$ cat config.mk
export PLATFORM = sky130hd
export DESIGN_NAME = apu_frame_sequencer
export DESIGN_NICKNAME = d
export VERILOG_FILES = /design/src/rtl/apu_frame_sequencer.sv
export SDC_FILE = /design/constraint.sdc
export NUM_CORES = 1
export LEC_CHECK = 0
export BUFFER_PORTS_ARGS = -buffer_cell sky130_fd_sc_hd__buf_2
export CORE_ASPECT_RATIO = 0.9
export CORE_MARGIN = 3
export CORE_UTILIZATION = 40
export DETAILED_ROUTE_END_ITERATION = 8
export PLACE_DENSITY_LB_ADDON = 0.3
export SLEW_MARGIN = 10
export SYNTH_ARGS = -nofsm -noshare
export SYNTH_HDL_FRONTEND = slang
export SYNTH_SLANG_ARGS = --single-unit
$ cat constraint.sdc
create_clock -name ACLK1 -period 5.6 [get_ports ACLK1]
set_input_delay 0 -clock ACLK1 [delete_from_list [all_inputs] [get_ports ACLK1]]
set_output_delay 0 -clock ACLK1 [all_outputs]
set_load 0.005 [all_outputs]
$ cat src/rtl/apu_frame_sequencer.sv
`default_nettype none
// ============================================================================
// Module   : apu_frame_sequencer
// Purpose  : APU frame sequencer. Counts ACLK1 cycles and issues the
//            active-low quarter-frame (n_LFO1) and half-frame (n_LFO2)
//            strobes. Owns the $4017 mode / IRQ-inhibit register and the
//            frame interrupt flag.
// Revision : 1.0 - initial release
// ============================================================================
module apu_frame_sequencer #(
  parameter int CNT_W    = 15,
  parameter int STEP1    = 3728,
  parameter int STEP2    = 7456,
  parameter int STEP3    = 11185,
  parameter int STEP4    = 14914,
  parameter int STEP5    = 18640,
  parameter int WR_DELAY = 2
) (
  input  logic       ACLK1,
  input  logic       n_RES,
  input  logic       W4017,
  input  logic [7:0] DB,
  input  logic       R4015,
  output logic       n_LFO1,
  output logic       n_LFO2,
  output logic       FRAME_INT,
  output logic       MODE
);

  // The delay counter only has to hold WR_DELAY-1.
  localparam int               DLY_W    = (WR_DELAY > 1) ? $clog2(WR_DELAY) : 1;
  localparam logic [DLY_W-1:0] DLY_INIT = DLY_W'(WR_DELAY - 1);

  localparam logic [CNT_W-1:0] S1 = CNT_W'(STEP1);
  localparam logic [CNT_W-1:0] S2 = CNT_W'(STEP2);
  localparam logic [CNT_W-1:0] S3 = CNT_W'(STEP3);
  localparam logic [CNT_W-1:0] S4 = CNT_W'(STEP4);
  localparam logic [CNT_W-1:0] S5 = CNT_W'(STEP5);

  logic [CNT_W-1:0] cnt_q, cnt_d;
  logic [DLY_W-1:0] dly_q, dly_d;
  logic             mode_q, mode_d;
  logic             inh_q, inh_d;
  logic             irq_q, irq_d;
  logic             pend_q, pend_d;
  logic             force_q, force_d;
  logic             lfo1_n_q, lfo2_n_q;

  logic [CNT_W-1:0] last_step;
  logic             restart;
  logic             q_hit;
  logic             h_hit;
  logic             quarter;
  logic             half;
  logic             irq_set;

  // Only the mode and inhibit bits of the write data are meaningful.
  logic [5:0] unused_db_bits;
  assign unused_db_bits = DB[5:0];

  // Step decode, restart arbitration, $4017 loading and IRQ priority.
  always_comb begin
    // A fresh write in the restart cycle re-arms the delay instead.
    restart   = pend_q && (dly_q == '0) && !W4017;
    last_step = mode_q ? S5 : S4;

    // The last step of either mode is both a quarter and a half frame,
    // which also silences STEP4 in 5-step mode.
    q_hit = (cnt_q == S1) || (cnt_q == S2) || (cnt_q == S3) || (cnt_q == last_step);
    h_hit = (cnt_q == S2) || (cnt_q == last_step);

    // A restart masks any step match; the mode-1 pulse comes from force_q
    // in the cycle after the restart, when cnt is already 0.
    quarter = force_q || (q_hit && !restart);
    half    = force_q || (h_hit && !restart);
    irq_set = !restart && (cnt_q == S4) && !mode_q && !inh_q;
    force_d = restart && mode_q;

    // >= keeps cnt bounded if the mode drops to 4-step past STEP4.
    if (restart || (cnt_q >= last_step)) begin
      cnt_d = '0;
    end else begin
      cnt_d = cnt_q + CNT_W'(1);
    end

    mode_d = mode_q;
    inh_d  = inh_q;
    pend_d = pend_q;
    dly_d  = dly_q;
    if (W4017) begin
      mode_d = DB[7];
      inh_d  = DB[6];
      pend_d = 1'b1;
      dly_d  = DLY_INIT;
    end else if (restart) begin
      pend_d = 1'b0;
    end else if (pend_q) begin
      dly_d = dly_q - DLY_W'(1);
    end

    // Write-clear beats set, set beats status-read clear.
    if (W4017 && DB[6]) begin
      irq_d = 1'b0;
    end else if (irq_set) begin
      irq_d = 1'b1;
    end else if (R4015) begin
      irq_d = 1'b0;
    end else begin
      irq_d = irq_q;
    end
  end

  // State and registered strobe outputs, synchronous active-low reset.
  always_ff @(posedge ACLK1) begin
    if (!n_RES) begin
      cnt_q    <= '0;
      dly_q    <= '0;
      mode_q   <= 1'b0;
      inh_q    <= 1'b0;
      irq_q    <= 1'b0;
      pend_q   <= 1'b0;
      force_q  <= 1'b0;
      lfo1_n_q <= 1'b1;
      lfo2_n_q <= 1'b1;
    end else begin
      cnt_q    <= cnt_d;
      dly_q    <= dly_d;
      mode_q   <= mode_d;
      inh_q    <= inh_d;
      irq_q    <= irq_d;
      pend_q   <= pend_d;
      force_q  <= force_d;
      lfo1_n_q <= ~quarter;
      lfo2_n_q <= ~half;
    end
  end

  assign n_LFO1    = lfo1_n_q;
  assign n_LFO2    = lfo2_n_q;
  assign FRAME_INT = irq_q;
  assign MODE      = mode_q;

endmodule
`default_nettype wire

==> flow_summary.ini, run 1 <==
[sta]
hold_viol = 0
slew_headroom_pct = 63.31
tns_ns = 0
maxSlewViolCount = 0
rsz0062_at_grt = no
period_minus_slack_ns = 2.341
timing.final.crit_share_pct = 41.80
tightestPinTransition_ns = 0.5503
max_freq_mhz = 427.2
finalSetupViolCount = 0
fin_skew_ns = 0.003269

[logic_synthesis]
syn_inst = 149
syn_area_sq_um = 1425
synthTopCellsByArea = dfxtp_1 32%, ha_1 9.7%, xnor2_1 6.8%
synth.most_common_cell = dfxtp_1
synth-simple-area-share_pct = 33.45
synth-edff-count = 0
synth_area_per_cell_sq_um = 9.565
synth_nets = 172
synth_compound_area_share_pct = 9.394
synth_ff_type = dfxtp_1
synth_top_area_share_pct = 32.31
synth_top_family_by_area = simple AND/OR/NAND/NOR gates
synthAdderAreaFrac_pct = 9.658
ys_types = 37
seq_area_frac_synth_pct = 32.31
muxShareOfSynthArea_pct = 0.7024
synth_top_cell_by_area = dfxtp_1
synthXorXnorAreaFrac_pct = 7.989
synth_commonest_cells = 23 x dfxtp_1, 11 x ha_1, 11 x nor3_1, 11 x xnor2_1, 10 x nand4_1
synthArstFlopShare_pct = 0
yosys_warnings = 0
synth_seq_cells = 23

[place]
place.gp.congestion = 0.9043
placed_area_sq_um = 1453
dp_hpwl_microns = 2045
numPortBuffers = 9

[grt]
grt_pass1_vias = 1048
antenna_found_initial = 0
grt_use_total_pct = 14.62
grt_max_degree = 16
overflow = 0
grt_pass1_wl_microns = 4947

[routing]
wl_per_cell_microns = 13.70
dr.first_iter.drc_count = 40
vias = 1074
viasPerCell = 5.480
dr.pass1.iters = 4
routed_wl_microns = 2686
drc = 0
ant_nets = 0

[power]
ir_drop_uv = 175.5
pwr-share-comb_pct = 9.0
power_frac_clock_pct = 33.8
p_per_area_nw_per_um2 = 200.2
p_sw_mw = 0.07318
switching_share_pct = 24.23
intPower_mw = 0.2288
p_leak_nw = 0.5174
pwr-share-seq_pct = 57.2

[critical_path]
r2r-start = MODE
worstPathCellList = inv_1 -> ha_1 -> nor4bb_1 -> nand2_1 -> a31oi_4 -> nor3_1
slowest_delay_ns = 0.51
startpoint_type = flop
reg2reg_slack_ns = 3.26
startpoint = MODE
required_ns = 5.73
worstPathMaxFanout = 14
worst_ep_arrival_time_ns = 2.47
crit_type = flop to flop
cp-end-kind = flop
crit_slowest_cell = dfxtp_1

[layout]
area_delta_synth_final_pct = 5.883
fillers = 336
antenna_cells = 0
drive_gt1_share_pct = 18.18
final_nets = 178
finalInstanceArea_sq_um = 1509

[clock_tree]
clock-root-buffer = clkbuf_8
postCtsSetupRepairBufs = 0
cts-resized-gates = 0
ctsHoldBuffers = 1
clockBufferDepth = 2
path_clk_slew_ns = 0.08
cts_buffers = 3
cts_tree = yes
cts_sinks = 23
clk_latency_ns = 0.26
h-tree-depth = 1

[die]
die_w_microns = 68.92
die_area_sq_um = 4316
die_h_microns = 62.63
start_util_pct = 44.08
fp-row-count = 19
io_pins = 16
core_area_sq_um = 3233

[min_path]
hold_start = DB[6]
hold_class = input pin to flop

[flow_run]
maxCapViolCount = 0

[status]
status = complete, no violations
path summary, 6_finish.rpt:
path	end	depth (start not counted)
worst max-delay path	cnt_q[8]	6
worst min-delay path	FRAME_INT	3
worst max register to register	cnt_q[8]	6
worst min register to register	n_LFO2	1
per-stage QoR:
step / cells / hold slack (ns) / setup WS, ns / total power [mW] / utilization [%]
2_1_floorplan: 149 / 0.1238 / 3.766 / 0.1966 / -
3_3_place_gp: 191 / 0.2558 / 3.392 / 0.2019 / 44.93
3_5_place_dp: 191 / 0.2682 / 3.230 / 0.2038 / 44.93
4_1_cts: 196 / 0.002907 / 3.219 / 0.3063 / 46.67
5_1_grt: 196 / 0.03233 / 3.056 / 0.3182 / 46.67
6_report: 196 / 0.008517 / 3.259 / 0.3020 / 46.67
layout make-up:
type / count / area (sq um) / share of cell area [%]
Multi-Input combinational cell: 111 / 872.1 / 57.79
Sequential cell: 23 / 460.4 / 30.51
Timing Repair Buffer: 10 / 55.05 / 3.648
Tap cell: 42 / 52.55 / 3.483
Clock buffer: 3 / 41.29 / 2.736
Inverter: 6 / 22.52 / 1.493
Clock inverter: 1 / 5.005 / 0.3317
registers in the layout (all words and copies together), names as in the netlist:
| name | flops |
|---|---|
| cnt_q | 15 |
| FRAME_INT | 1 |
| MODE | 1 |
| dly_q | 1 |
| force_q | 1 |
| inh_q | 1 |
| n_LFO1 | 1 |
| n_LFO2 | 1 |
| pend_q | 1 |
cells in the final DEF, fill, tap and decap left out, types with 2 or more instances in the layout:
cell and n:
nand4_1 10, nor2b_1 4, nor2_1 8, nand2_1 8, buf_2 9, nor3_1 11, nor3b_1 2, xnor2_1 11
nor4_1 2, o21a_1 2, ha_1 11, clkbuf_8 3, nand3_1 6, a21oi_1 4, xor2_1 2, dfxtp_1 23
nor4bb_1 4, inv_1 6, nor3_2 9
power groups by stage:
stage | Sequential (mW) | Combinational [mW] | Clock (mW)
detailed placement | 0.177 | 0.0271 | 0
floorplan | 0.175 | 0.0220 | 0
CTS | 0.173 | 0.0276 | 0.106
global route | 0.174 | 0.0312 | 0.113
global placement | 0.176 | 0.0255 | 0
finish | 0.173 | 0.0272 | 0.102
routing by layer:
layer,vias to the layer above,part of all wire (%),GRT usage [%]
met2,18,48,22.14
met4,0,0.63,4.136
met3,2,4.7,3.957
met5,-,0,0
li1,553,-,-
met1,501,47,20.09
cell families after synthesis:
group | after synthesis
fa+ha+maj | 11
xor+xnor | 13
simple gates | 72
buf+inv | 15
mux | 1
compound gates | 14
flops | 23
critical path: cells and delay by family (launching register included):
kind | cells | cell delay [ns]
flip-flops | 1 | 0.51
adder cells (fa/ha/maj) | 1 | 0.32
buffers and inverters | 1 | 0.17
AND/OR/NAND/NOR | 3 | 0.73
AO/OA/AOI/OAI | 1 | 0.48
No activity file was read; power rests on OpenSTA's default activity.
==> run 2, diff against run 1 <==
clock period = 2.3 ns   (was 5.6 ns; I/O delays follow)
==> run 2 against run 1 <==
Compared with the run above: first-iteration DRC count down 53%; die area unchanged; worst setup slack worse by 2.8 ns; non-clock buffer count up 4; largest power group unchanged.
==> flow_summary.ini, run 2 (synthesized netlist as in run 1, its figures left out) <==
[critical_path]
cp-end-kind = flop
startpoint_type = flop
required_ns = 2.45
worstPathMaxFanout = 8
worst_ep_arrival_time_ns = 2.03
r2r-end = cnt_q[8]
r2r_cells = 6
reg2reg_slack_ns = 0.42
r2r-start = cnt_q[4]
crit_type = flop to flop
startpoint = cnt_q[4]

[routing]
ant_nets = 0
dr.pass1.iters = 4
routed_wl_microns = 2769
vias = 1079
viasPerCell = 5.395
drc = 0
dr.first_iter.drc_count = 19
wl_per_cell_microns = 13.85

[grt]
grt_use_total_pct = 15.30
grtUsageMet1_pct = 20.94
grt_pass1_vias = 1117
use_met3_pct = 2.698
use_met2_pct = 23.21
overflow = 0
antenna_found_initial = 0
grt.busiest_layer = met2
grt_max_degree = 16
grt_pass1_wl_microns = 5092

[power]
ir_drop_uv = 299.7
p_leak_nw = 0.5374
p_per_area_nw_per_um2 = 482.1
power.total_mw = 0.7401

[status]
status = complete, no violations

[sta]
final.setup.worst_slack_ns = 0.4191
finalSetupViolCount = 0
timing.final.crit_share_pct = 81.78
tightestPinTransition_ns = 0.3886
rsz0062_at_grt = no
fin_skew_ns = 0.004287
slew_headroom_pct = 73.89
period_minus_slack_ns = 1.881
whs_ns = 0.01543
tns_ns = 0
max_freq_mhz = 531.7
hold_viol = 0
maxSlewViolCount = 0

[die]
start_util_pct = 44.08
die_h_microns = 62.63
fp-row-count = 19
io_pins = 16
die_w_microns = 68.92
core_area_sq_um = 3233
die_area_sq_um = 4316

[place]
placed_area_sq_um = 1490
dp_hpwl_microns = 2166
placed_cells = 196
pre_cts_ws_ns = 0.4245
place.gp.congestion = 0.8618
numPortBuffers = 9

[flow_run]
maxCapViolCount = 0

[layout]
layout_common_cells = 23 x dfxtp_1, 11 x nor3_1, 11 x xnor2_1, 11 x ha_1, 10 x nand4_1
layout_commonest_cell = dfxtp_1
final_nets = 182
drive_gt1_share_pct = 20.25
antenna_cells = 0
largest_reg_flops = 15
fin_cells = 200
regMostFlops = cnt_q
fin_util_pct = 47.48
finalInstanceArea_sq_um = 1535
area_delta_synth_final_pct = 7.726

[min_path]
hold_class = input pin to flop
hold_start = DB[6]
hold_end = FRAME_INT
holdPathStages = 3

[clock_tree]
clock-root-buffer = clkbuf_8
h-tree-depth = 1
cts_sinks = 23
path_clk_slew_ns = 0.08
cts_buffers = 3
postCtsSetupRepairBufs = 0
cts_tree = yes
clk_latency_ns = 0.27
clockBufferDepth = 2
cts-resized-gates = 0
ctsHoldBuffers = 0
## run 2: worst max-delay path, stage by stage, from the launching register on
cell and delay, ns:
dfxtp_1 0.41, ha_1 0.33, nor4bb_1 0.37, nand2_1 0.16, a31oi_4 0.24, buf_4 0.20, nor3_1 0.06
## run 2: worst max-delay path by stage
stage | endpoint | slack, ns | cells past startpoint
floorplan | cnt_q[8] | 0.47 | 7
global placement | cnt_q[6] | 0.43 | 6
detailed placement | cnt_q[1] | 0.42 | 6
CTS | cnt_q[1] | 0.40 | 6
global route | cnt_q[8] | 0.21 | 7
finish | cnt_q[8] | 0.42 | 6
## run 2: power breakdown
group,internal [mW],switching (mW)
Sequential,0.407,0.00925
Combinational,0.0323,0.0417
Clock,0.124,0.126
Total,0.563,0.177
## run 2: final cells by class
cell class / instances / area (sq um)
sequential: 23 / 460.4
fill: 326 / 1698
tap: 42 / 52.55
multi-input combinational: 111 / 872.1
timing repair buffer: 14 / 82.58
clock buffer: 4 / 45.04
inverter: 6 / 22.52
## run 2: per-layer routing
metal,wire [microns],vias to the layer above
li1,-,557
met1,1358,509
met2,1301,8
met3,57,5
met4,51,0
met5,0,-
==> run 3, diff against run 2 <==
clock period = 1.85 ns   (was 2.3 ns; I/O delays follow)
==> run 3 against run 2 <==
Compared with the run above: the run now ends with negative hold slack left; sequential power is 24% higher; clock power is 24% higher; critical path depth is 1 higher; worst setup slack worse by 0.34 ns; cell area is 6.5% higher; final cell count is 3.5% higher; critical path type unchanged; largest power group unchanged.
==> flow_summary.ini, run 3 (synthesized netlist as in run 1, its figures left out) <==
[place]
place.gp.congestion = 0.8489
dp_hpwl_microns = 2364
numPortBuffers = 9

[sta]
whs_ns = -0.003031
tightestPinTransition_ns = 0.4761
period_minus_slack_ns = 1.767
slew_headroom_pct = 68.21
max_freq_mhz = 566.0
hold_viol = 1
rsz0062_at_grt = yes
finalSetupViolCount = 0
timing.final.crit_share_pct = 95.50
fin_skew_ns = 0.001623
maxSlewViolCount = 0

[critical_path]
cp-end-kind = flop
crit_slowest_cell = dfxtp_4
reg2reg_slack_ns = 0.08
r2r-start = MODE
critPathCapture = cnt_q[7]
slowest_delay_ns = 0.39
worstPathMaxFanout = 14
r2r-end = cnt_q[7]
required_ns = 2.01
cp_num_buf_inv = 2
startpoint_type = flop
r2r_cells = 7
worst_ep_arrival_time_ns = 1.93
crit_type = flop to flop
path_depth = 7
startpoint = MODE
worstPathCellList = inv_1 -> ha_1 -> nor4bb_4 -> nand2_1 -> a31oi_4 -> buf_12 -> nor3_1
critPathTopFamily = simple AND/OR/NAND/NOR gates

[routing]
wl_per_cell_microns = 14.77
drc = 0
vias = 1128
dr.first_iter.drc_count = 38
viasPerCell = 5.449
ant_nets = 0
dr.pass1.iters = 4
routed_wl_microns = 3058

[min_path]
hold_class = input pin to flop
holdPathStages = 3

[die]
die_h_microns = 62.63
start_util_pct = 44.08
io_pins = 16
die_area_sq_um = 4316
fp-row-count = 19
die_w_microns = 68.92
core_area_sq_um = 3233

[grt]
antenna_found_initial = 0
grt_max_degree = 16
grt_use_total_pct = 16.02
overflow = 0
grt_pass1_vias = 1119
grt_pass1_wl_microns = 5375

[power]
p_leak_nw = 0.5851
p_per_area_nw_per_um2 = 576.9
power.total_mw = 0.9434
ir_drop_uv = 365.5

[layout]
area_delta_synth_final_pct = 14.75
multiInputGateArea_sq_um = 890.9
drive_gt1_share_pct = 25.45
regMostFlops = cnt_q
fillers = 334
largest_reg_flops = 15
layout_commonest_cell = dfxtp_1
seq_area_sq_um = 464.2
layout_common_cells = 22 x dfxtp_1, 11 x nor3_1, 11 x xnor2_1, 11 x ha_1
antenna_cells = 0
final_nets = 189

[clock_tree]
cts_buffers = 3
cts_tree = yes
path_clk_slew_ns = 0.08
cts_sinks = 23
ctsHoldBuffers = 0
h-tree-depth = 1
postCtsSetupRepairBufs = 0
clockBufferDepth = 2
clock-root-buffer = clkbuf_8
clk_latency_ns = 0.26

[status]
violations = negative hold slack
status = finished, violations left

[flow_run]
maxCapViolCount = 0
[run 3: metrics by stage]
| stage | setup TNS [ns] | cells | setup WS [ns] | util (%) | instance area, sq um |
|---|---|---|---|---|---|
| after floorplan | 0 | 149 | 0.01582 | - | 1425 |
| after global placement | 0 | 203 | 0.02652 | 48.49 | 1568 |
| after detailed placement | -2.161 | 203 | -0.1537 | 48.49 | 1568 |
| after CTS | 0 | 207 | 0.01894 | 50.12 | 1620 |
| after global routing | -0.3074 | 207 | -0.04235 | 50.58 | 1635 |
| final | 0 | 207 | 0.08318 | 50.58 | 1635 |
[run 3: worst min-delay path by stage]
stage,from,endpoint,slack [ns]
final,DB[7],MODE,-0.003
after global routing,DB[6],inh_q,0.04
after CTS,DB[7],MODE,0.001
after detailed placement,DB[7],MODE,0.28
after global placement,DB[7],MODE,0.27
after floorplan,W4017,dly_q,0.12
[run 3: repair_timing]
item	CTS	global route
gates cloned	0	0
setup endpoints to repair	16	16
pin swaps	0	1
resized for setup	2	3
[run 3: cell type report]
class	instances	area share, %
clock buffers	4	2.754
inverters	6	1.377
multi-input cells	111	54.48
flip-flops and latches	23	28.39
well taps	42	3.213
repair buffers	21	9.793
[run 3: tightest hold or removal path: stages]
cell and delay [ns]:
buf_2 0.08, mux2i_1 0.06, nor2b_1 0.09
[run 3: report_power, final]
| part | switching, mW | total [mW] | internal [mW] |
|---|---|---|---|
| Sequential | 0.0109 | 0.516 | 0.506 |
| Clock | 0.158 | 0.311 | 0.154 |
| Combinational | 0.0586 | 0.116 | 0.0571 |
[run 3: routing by layer]
layer  wire length, microns  GRT usage [%]  vias up
met1                   1535          22.44      541
met5                      0              0        -
met3                     91          4.317        2
li1                       -              -      566
met2                   1420          24.88       19
met4                     10          2.190        0
